--- config.mk ---
export PLATFORM = sky130hd
export DESIGN_NAME = tnoc_vc_output_arbiter
export DESIGN_NICKNAME = d
export VERILOG_FILES = /design/src/rtl/tnoc_vc_output_arbiter_pkg.sv /design/src/rtl/tnoc_round_robin_arbiter.sv /design/src/rtl/tnoc_vc_output_arbiter.sv
export SDC_FILE = /design/constraint.sdc
export NUM_CORES = 1
export LEC_CHECK = 0
export CAP_MARGIN = 15
export CORE_MARGIN = 2
export CORE_UTILIZATION = 50
export DETAILED_ROUTE_END_ITERATION = 6
export DONT_BUFFER_PORTS = 1
export GPL_ROUTABILITY_DRIVEN = 0
export PLACE_DENSITY = 0.68
export SETUP_SLACK_MARGIN = 0.05
export SYNTH_ARGS = -nofsm -noshare
export SYNTH_HDL_FRONTEND = slang
export SYNTH_SLANG_ARGS = --single-unit
--- constraint.sdc ---
create_clock -name clk -period 3.85 [get_ports clk]
set_input_delay 0.5775 -clock clk [delete_from_list [all_inputs] [get_ports clk]]
set_output_delay 0.5775 -clock clk [all_outputs]
set_load 0.05 [all_outputs]
--- src/rtl/tnoc_vc_output_arbiter_pkg.sv ---
// Shared types and width helpers for the VC output arbiter and its round-robin sub-arbiter.
package tnoc_vc_output_arbiter_pkg;

    typedef enum logic {
        IDLE   = 1'b0,
        LOCKED = 1'b1
    } arb_state_e;

    function automatic int unsigned credit_width(input int unsigned credits);
        return $clog2(credits + 1);
    endfunction

    function automatic int unsigned vc_index_width(input int unsigned channels);
        return (channels > 1) ? $clog2(channels) : 1;
    endfunction

endpackage

--- src/rtl/tnoc_round_robin_arbiter.sv ---
// Round-robin arbiter: searches from pointer+1 upward with wrap, pointer moves to the winner on update.
module tnoc_round_robin_arbiter
    import tnoc_vc_output_arbiter_pkg::*;
#(
    parameter int unsigned N = 2
) (
    input  logic                         clk,
    input  logic                         rst_n,
    input  logic                         clear,
    input  logic [N-1:0]                 request,
    input  logic                         update,
    output logic [N-1:0]                 grant_c,
    output logic [vc_index_width(N)-1:0] grant_index_c
);

    localparam int unsigned IW = vc_index_width(N);

    logic [IW-1:0] pointer;
    logic [N-1:0]  upper_c;
    logic [N-1:0]  pick_c;
    logic          found_c;

    always_ff @(posedge clk or negedge rst_n) begin
        if (!rst_n) begin
            pointer <= IW'(N - 1);
        end else if (clear) begin
            pointer <= IW'(N - 1);
        end else if (update) begin
            pointer <= grant_index_c;
        end
    end

    // Requests above the pointer take precedence; otherwise wrap to the lowest request.
    always_comb begin
        upper_c       = '0;
        grant_c       = '0;
        grant_index_c = '0;
        found_c       = 1'b0;
        for (int c = 0; c < int'(N); c++) begin
            upper_c[c] = request[c] && (IW'(c) > pointer);
        end
        pick_c = (upper_c != '0) ? upper_c : request;
        for (int c = 0; c < int'(N); c++) begin
            if (pick_c[c] && !found_c) begin
                grant_c[c]    = 1'b1;
                grant_index_c = IW'(c);
                found_c       = 1'b1;
            end
        end
    end

endmodule

--- src/rtl/tnoc_vc_output_arbiter.sv ---
// Router output stage: per-packet round-robin over VC FIFOs with per-VC downstream credit tracking.
module tnoc_vc_output_arbiter
    import tnoc_vc_output_arbiter_pkg::*;
#(
    parameter int unsigned CHANNELS = 2,
    parameter int unsigned WIDTH    = 8,
    parameter int unsigned TAIL_BIT = WIDTH - 1,
    parameter int unsigned CREDITS  = 4
) (
    input  logic                        clk,
    input  logic                        rst_n,
    input  logic                        i_clear,
    input  logic [CHANNELS-1:0]         i_empty,
    input  logic [CHANNELS*WIDTH-1:0]   i_data,
    output logic [CHANNELS-1:0]         o_pop,
    output logic                        o_valid,
    output logic [$clog2(CHANNELS)-1:0] o_vc,
    output logic [WIDTH-1:0]            o_data,
    input  logic [CHANNELS-1:0]         i_credit_return
);

    localparam int unsigned VW = vc_index_width(CHANNELS);
    localparam int unsigned CW = credit_width(CREDITS);

    arb_state_e          state_q;
    arb_state_e          state_d;
    logic [VW-1:0]       lock_vc_q;
    logic [VW-1:0]       lock_vc_d;
    logic [CW-1:0]       credit [CHANNELS];
    logic [CHANNELS-1:0] eligible_c;
    logic [CHANNELS-1:0] grant_c;
    logic [VW-1:0]       grant_index_c;
    logic [CHANNELS-1:0] pop_c;
    logic                update_c;
    logic [VW-1:0]       sel_vc_c;
    logic [WIDTH-1:0]    sel_data_c;

    always_comb begin
        for (int c = 0; c < int'(CHANNELS); c++) begin
            eligible_c[c] = !i_empty[c] && (credit[c] != '0);
        end
    end

    tnoc_round_robin_arbiter #(
        .N (CHANNELS)
    ) u_rr_arbiter (
        .clk           (clk),
        .rst_n         (rst_n),
        .clear         (i_clear),
        .request       (eligible_c),
        .update        (update_c),
        .grant_c       (grant_c),
        .grant_index_c (grant_index_c)
    );

    // Head flit of the candidate VC; its tail bit decides whether the grant is held.
    always_comb begin
        sel_vc_c   = (state_q == IDLE) ? grant_index_c : lock_vc_q;
        sel_data_c = '0;
        for (int c = 0; c < int'(CHANNELS); c++) begin
            if (VW'(c) == sel_vc_c) begin
                sel_data_c = i_data[c*WIDTH +: WIDTH];
            end
        end
    end

    always_ff @(posedge clk or negedge rst_n) begin
        if (!rst_n) begin
            state_q   <= IDLE;
            lock_vc_q <= '0;
        end else if (i_clear) begin
            state_q   <= IDLE;
            lock_vc_q <= '0;
        end else begin
            state_q   <= state_d;
            lock_vc_q <= lock_vc_d;
        end
    end

    always_comb begin
        state_d   = state_q;
        lock_vc_d = lock_vc_q;
        pop_c     = '0;
        update_c  = 1'b0;
        if (!i_clear) begin
            case (state_q)
                IDLE: begin
                    if (grant_c != '0) begin
                        pop_c     = grant_c;
                        update_c  = 1'b1;
                        lock_vc_d = grant_index_c;
                        if (!sel_data_c[TAIL_BIT]) begin
                            state_d = LOCKED;
                        end
                    end
                end
                LOCKED: begin
                    pop_c[lock_vc_q] = eligible_c[lock_vc_q];
                    if (eligible_c[lock_vc_q] && sel_data_c[TAIL_BIT]) begin
                        state_d = IDLE;
                    end
                end
                default: state_d = IDLE;
            endcase
        end
    end

    assign o_pop = pop_c;

    // A simultaneous pop and return on one VC cancel; returns at full credit saturate.
    always_ff @(posedge clk or negedge rst_n) begin
        if (!rst_n) begin
            for (int c = 0; c < int'(CHANNELS); c++) begin
                credit[c] <= CW'(CREDITS);
            end
        end else if (i_clear) begin
            for (int c = 0; c < int'(CHANNELS); c++) begin
                credit[c] <= CW'(CREDITS);
            end
        end else begin
            for (int c = 0; c < int'(CHANNELS); c++) begin
                if (pop_c[c] && !i_credit_return[c]) begin
                    credit[c] <= credit[c] - CW'(1);
                end else if (i_credit_return[c] && !pop_c[c] && (credit[c] != CW'(CREDITS))) begin
                    credit[c] <= credit[c] + CW'(1);
                end
            end
        end
    end

    always_ff @(posedge clk or negedge rst_n) begin
        if (!rst_n) begin
            o_valid <= 1'b0;
            o_vc    <= '0;
            o_data  <= '0;
        end else if (i_clear) begin
            o_valid <= 1'b0;
            o_vc    <= '0;
            o_data  <= '0;
        end else begin
            o_valid <= |pop_c;
            if (|pop_c) begin
                o_vc   <= sel_vc_c;
                o_data <= sel_data_c;
            end
        end
    end

    // Protocol checks: never pop an empty FIFO; flag credit returns beyond the buffer depth.
    always_ff @(posedge clk) begin
        if (rst_n && !i_clear) begin
            assert ((pop_c & i_empty) == '0)
                else $error("pop issued to an empty VC FIFO");
            for (int c = 0; c < int'(CHANNELS); c++) begin
                if (i_credit_return[c] && !pop_c[c]) begin
                    assert (credit[c] != CW'(CREDITS))
                        else $warning("credit return on VC %0d ignored, counter already full", c);
                end
            end
        end
    end

endmodule
## After elaboration in Yosys (flattened, before gate mapping)

Index checks and enable logic that the tools add are counted.

| word-level totals | value |
|---|---|
| register bits | 19 |
| bits of input ports | 23 |
| output and inout port bits | 12 |
| word-level logic and storage cells | 87 |

| cells by class | value |
|---|---|
| add/sub/neg operators | 4 |
| magnitude comparators | 4 |
| equal/unequal tests | 3 |
| multiplexer cells | 35 |
| bitwise operators | 2 |
| reduce and logical (&&, ||, !) cells | 31 |

Operators by type and width:

| operator | count |
|---|---|
| $mux W8 | 3 |
| $mux W1 | 21 |
| $logic_and A1 B1 Y1 | 13 |
| $mux W3 | 4 |
| $reduce_bool A3 Y1 | 4 |
| $reduce_bool A2 Y1 | 5 |
| $logic_not A1 Y1 | 7 |
| $add A3 B1 Y3 const B | 2 |
| $mux W2 | 3 |
| $mux W6 | 1 |
| $ne A3 B3 Y1 const B | 2 |
| $sub A3 B1 Y3 const B | 2 |
| $pmux W2 S2 | 1 |
| $and A2 B2 Y2 | 1 |
| $gt A1 B1 Y1 const A | 2 |
| $lt A1 B2 Y1 const B | 1 |
| $ne A2 B2 Y1 const B | 1 |
| $pmux W1 S2 | 1 |
| $reduce_and A2 Y1 | 1 |
| $reduce_or A2 Y1 | 1 |
| $demux W1 S1 | 1 |
| $ge A1 B1 Y1 const B | 1 |
| $not A1 Y1 | 1 |

## Logic depth before layout (Yosys ltp)

| depth | value |
|---|---|
| depth after elaboration | 19 |
| mapped depth | 10 |
| gate-level depth less buffers | 8 |

## Cells and area by module

A second synthesis with hierarchy kept.

| second synthesis, totals | value |
|---|---|
| cells, all modules | 127 |
| area total of the unflattened synthesis | 1283.7 um^2 |

Modules (own cells, without submodules):

| module | times used | cells each | area each (um^2) | sequential area each (um^2) |
|---|---|---|---|---|
| tnoc_vc_output_arbiter | 1 | 120 | 1216.2 | 452.9 |
| tnoc_round_robin_arbiter | 1 | 7 | 67.6 | 26.3 |

## Worst setup path before layout

OpenSTA, ideal clock, no wires.

| timing | value |
|---|---|
| path kind | reg2reg |
| start point | register credit[5] in the netlist's numbering |
| end point | register credit[5] in the netlist's numbering |
| setup time | 0.079 ns |
| data arrival time | 2.548 ns |
| required time | 3.771 ns |
| slack | 1.223 ns |
| stages on the path, launching flop included | 9 |
| buffers on the path | 0 |
| clock period less this slack | 2.627 ns |
| cell sequence | dfstp_2 -> nor3_2 -> or2_4 -> nor4b_4 -> nor2b_1 -> fa_1 -> nor3b_1 -> o31a_1 -> o21ai_0 |

| on the way | value |
|---|---|
| word-level cells in the longest chain between the ends | 17 |
| elaborated cells on any way between the ends | 27 |
| those cells by class | 2 x add/sub; 1 x eq/ne; 11 x mux; 1 x bitwise; 12 x reduce/logical |

Ends and longest elaborated chain:

| element | RTL line | text |
|---|---|---|
| start: declaration | tnoc_vc_output_arbiter.sv:29 | `logic [CW-1:0] credit [CHANNELS];` |
| start signal: indexed assignment | tnoc_vc_output_arbiter.sv:114 | `credit[c] <= CW'(CREDITS);` |
| start signal: indexed assignment | tnoc_vc_output_arbiter.sv:118 | `credit[c] <= CW'(CREDITS);` |
| start signal: indexed assignment | tnoc_vc_output_arbiter.sv:123 | `credit[c] <= credit[c] - CW'(1);` |
| $reduce_bool A3 Y1 * | tnoc_vc_output_arbiter.sv:40 | `eligible_c[c] = !i_empty[c] && (credit[c] != '0);` |
| $logic_and A1 B1 Y1 * | tnoc_vc_output_arbiter.sv:40 |  |
| $logic_and A1 B1 Y1 | tnoc_round_robin_arbiter.sv:40 | `upper_c[c] = request[c] && (IW'(c) > pointer);` |
| $reduce_bool A2 Y1 | tnoc_round_robin_arbiter.sv:42 | `pick_c = (upper_c != '0) ? upper_c : request;` |
| $mux W2 | tnoc_round_robin_arbiter.sv:42 |  |
| $mux W1 | tnoc_round_robin_arbiter.sv:44 | `if (pick_c[c] && !found_c) begin` |
| $logic_not A1 Y1 | tnoc_round_robin_arbiter.sv:44 |  |
| $logic_and A1 B1 Y1 | tnoc_round_robin_arbiter.sv:44 |  |
| [2 not listed] | -- |  |
| $mux W2 | tnoc_vc_output_arbiter.sv:88 | `if (grant_c != '0) begin` |
| $pmux W2 S2 * | tnoc_vc_output_arbiter.sv:86 | `case (state_q)` |
| $mux W2 * | tnoc_vc_output_arbiter.sv:85 | `if (!i_clear) begin` |
| named net o_pop[0] | tnoc_vc_output_arbiter.sv:15 | `output logic [CHANNELS-1:0] o_pop,` |
| $logic_not A1 Y1 | -- |  |
| $logic_and A1 B1 Y1 | -- |  |
| $logic_and A1 B1 Y1 | tnoc_vc_output_arbiter.sv:124 | `end else if (i_credit_return[c] && !pop_c[c] && (credit[c] != CW'(CREDITS))) begin` |
| $reduce_bool A3 Y1 (no line) | -- |  |

The timed path passes the listed nets; every way through them passes the cells marked *. The select of a mux whose other input is x is not followed.
A chain may end at the register's enable or synchronous reset.

## Worst setup path after layout

| timing | value |
|---|---|
| start point | register credit[5] in the netlist's numbering |
| end point | register credit[2] in the netlist's numbering |

| on the way | value |
|---|---|
| word-level cells in the longest chain between the ends | 17 |
| elaborated cells on any way between the ends | 23 |
| those cells by class | 10 x mux; 1 x bitwise; 12 x reduce/logical |

Ends and longest elaborated chain:

| element | RTL line |
|---|---|
| $reduce_bool A3 Y1 * | tnoc_vc_output_arbiter.sv:40 |
| $logic_and A1 B1 Y1 * | tnoc_vc_output_arbiter.sv:40 |
| $logic_and A1 B1 Y1 | tnoc_round_robin_arbiter.sv:40 |
| $reduce_bool A2 Y1 | tnoc_round_robin_arbiter.sv:42 |
| $mux W2 | tnoc_round_robin_arbiter.sv:42 |
| $mux W1 | tnoc_round_robin_arbiter.sv:44 |
| $logic_not A1 Y1 | tnoc_round_robin_arbiter.sv:44 |
| $logic_and A1 B1 Y1 | tnoc_round_robin_arbiter.sv:44 |
| $mux W1 | tnoc_round_robin_arbiter.sv:44 |
| $reduce_bool A2 Y1 | tnoc_vc_output_arbiter.sv:88 |
| $mux W2 | tnoc_vc_output_arbiter.sv:88 |
| $pmux W2 S2 * | tnoc_vc_output_arbiter.sv:86 |
| $mux W2 * | tnoc_vc_output_arbiter.sv:85 |
| $logic_not A1 Y1 | -- |
| $logic_and A1 B1 Y1 | -- |
| $logic_and A1 B1 Y1 | tnoc_vc_output_arbiter.sv:124 |
| $reduce_bool A3 Y1 (no line) | -- |

Mark *: on every way between the ends. The rest lies on a longest branch, timed or not. The select of a mux whose other input is x is not followed.

==> metrics <==
Clock Skews 0.00610 ns; # rows 17; maximum buffer depth of the clock tree 2; Clock Pin Slew Worst Setup and Hold Paths 0.12 ns; Setup crit end kind flip-flop; CTS tree yes; PwrDens ~430 nW/um^2; part of the cycle the worst path needs 0.639; Slew @ Worst Pin 0.721 ns; global route total overflow 0; number of setup buffers added after CTS 0; slowest CP cell dfstp_2; setup_tns 0 ns; Worst path max stage delay ~0.60 ns; Global Route Usage Sum 0.198; pin count of the biggest net entering global routing 17; vias in the first global route 885; Inst Count DP around 150; fill cell count 206; Placeable Area 2250 um^2; # port buffers 0; critical-path cell list nor3_2, nor3_1, nor4b_2, buf_4, and2_1, fa_1, or3_1, mux2i_1, a211oi_1; final net count 148; DRC errors left 0; unrepaired setup endpoints after global routing no; final antenna-violating net count 0; Seq/Total Area, Yosys 0.392; VDD IR-drop max 0.260 mV; Max H-tree Level 1; Synth Cell Area between 1000 and 1500 um^2; Final setup viols 0; Die Ht 53.5 um; Worst Path Required ~4.1 ns; synthesized flop and latch total 19; Iter 0 DRT Violations 7; layout cell share with drive strength beyond 1 0.172; Layout area overhead 7.26%; Syn Area/Cell 10.3 um^2; ANT cells 0; Max Transition Viols Final 0; crit-path max FO 10; CTS root buffer clkbuf_4; clk_lat worst skew ~0.3 ns; element type at the critical path start flip-flop; Leak 0.583 nW; detailed-route wire length per cell 16.5 um; total clock sinks 19; Die Area 2860 um^2; first-pass GRT wire length 4020 um; Tmin final about 2.5 ns; wirelength, routed ~2500 um; placed cell area 1270 um^2; Vias/cell 6.13; maximum clock frequency roughly 410 MHz; cts bufs inserted 3; effective utilization at floorplan 0.543; status finished clean; IO Pins 35; type of the worst setup path reg2reg; DP HPWL roughly 1800 um; Syn Inst Count 119; maxcap violations 0; Slew headroom 0.518; HP Class in2async; non-filler cells, final 150; reg-to-reg setup timing slack between 1 and 1.5 ns; Design Area, Final around 1300 um^2; initial antenna violation count 0; final hold vios 0; Yosys warnings 0; Die Wd 53.5 um; Worst Path Arrival 2.70 ns; syn_nets 144; Synth cell types 42; Initial DRT Pass Iterations 4; via count 919
-- cells in the final DEF (no fill, tap or decap), drive strengths merged, types with 4 or more instances in the layout --
master  count
nand2      15
dfrtp      16
buf         4
nor2b       4
nor2        7
inv         4
mux2i      20
a21oi       4
nor3        4
-- final timing paths --
kind / start / end / cells past startpoint
worst min-delay path: rst_n / u_rr_arbiter.pointer / 0
max in group asynchronous: rst_n / o_data[7] / 1
worst max register to register: credit[5] / credit[2] / 9
min in group clk: i_credit_return[1] / credit[2] / 1
worst max-delay path: credit[5] / credit[2] / 9
worst min register to register: u_rr_arbiter.pointer / u_rr_arbiter.pointer / 2
-- cell type report --
| class | instances | area [um^2] | share of cell area |
|---|---|---|---|
| Multi-Input combinational cell | 90 | 706 | 0.538 |
| Sequential cell | 19 | 479 | 0.365 |
| Timing Repair Buffer | 5 | 47.5 | 0.0362 |
| Tap cell | 28 | 35.0 | 0.0267 |
| Clock buffer | 3 | 22.5 | 0.0172 |
| Inverter | 4 | 15.0 | 0.0114 |
| Clock inverter | 1 | 7.51 | 0.00572 |
-- metal layers --
layer,share of wire,vias up,track usage,wire length [um]
met1,0.42,454,0.239,1050
met2,0.50,29,0.337,1250
met5,0,-,0,0
met4,0.0053,0,0.0385,13
li1,-,434,-,-
met3,0.068,2,0.0706,167
-- sequential cells by signal (all words and copies together), names as in the netlist --
name                  cells
credit                    6
lock_vc_q                 1
o_data                    8
o_valid                   1
o_vc                      1
state_q                   1
u_rr_arbiter.pointer      1
-- stage by stage --
step	setup WS, ns	total power [mW]	utilization	hold slack (ns)
3_5_place_dp	1.35	0.461	0.564	0.282
2_1_floorplan	1.22	0.431	-	0.282
6_report	1.39	0.567	0.582	0.0922
3_3_place_gp	1.41	0.454	0.564	0.282
4_1_cts	1.37	0.573	0.582	0.0882
5_1_grt	1.18	0.599	0.582	0.0734
-- what timing repair did --
| action | in CTS | in global routing |
|---|---|---|
| hold buffers | 1 | 0 |
| resized for setup | 0 | 0 |
| hold endpoints to repair | 16 | 0 |
-- cells by family after synthesis --
family,count (synthesis),share of synthesized area
simple gates,42,0.201
mux,22,0.188
flops,19,0.392
buf+inv,10,0.0368
xor+xnor,2,0.0143
fa+ha+maj,2,0.0327
compound gates,22,0.135
-- cells in the mapped netlist, drive strengths merged --
cell / n / area share
a21o: 1 / 0.0061
nor2b: 4 / 0.020
xnor2: 1 / 0.0072
a2111oi: 1 / 0.012
nand2b: 1 / 0.0051
o31a: 1 / 0.0072
inv: 4 / 0.012
or3: 2 / 0.010
xor2: 1 / 0.0072
nor3b: 1 / 0.0061
o311a: 1 / 0.0082
or2: 1 / 0.0072
o21bai: 1 / 0.0061
dfstp: 3 / 0.064
o2bb2ai: 1 / 0.0072
nor4: 1 / 0.010
mux2: 2 / 0.025
mux2i: 20 / 0.16
o21ai: 3 / 0.012
nor3: 4 / 0.025
a211oi: 1 / 0.0061
nor2: 7 / 0.021
buf: 3 / 0.014
nand2: 15 / 0.048
o211a: 1 / 0.0082
o22ai: 2 / 0.010
fa: 2 / 0.033
nor4b: 2 / 0.027
a21oi: 4 / 0.016
and2b: 2 / 0.012
o211ai: 1 / 0.0061
o32ai: 2 / 0.014
nand3: 1 / 0.0041
clkbuf: 3 / 0.010
and2: 1 / 0.0051
dfrtp: 16 / 0.33
o2111ai: 2 / 0.014
-- critical path, delay by kind of cell (launching register included) --
family	cells	cell delay, ns
AOI/OAI and AO/OA	1	0.07
adders and majority gates	1	0.41
buffers and inverters	1	0.19
DFF	1	0.60
muxes	1	0.17
and+or+nand+nor	5	0.95
-- where the power goes --
| group | switching, mW | internal [mW] |
|---|---|---|
| Combinational | 0.0737 | 0.0665 |
| Clock | 0.0679 | 0.0396 |
| Sequential | 0.0915 | 0.228 |
| Total | 0.233 | 0.334 |
(Power assumes the default switching activity.)
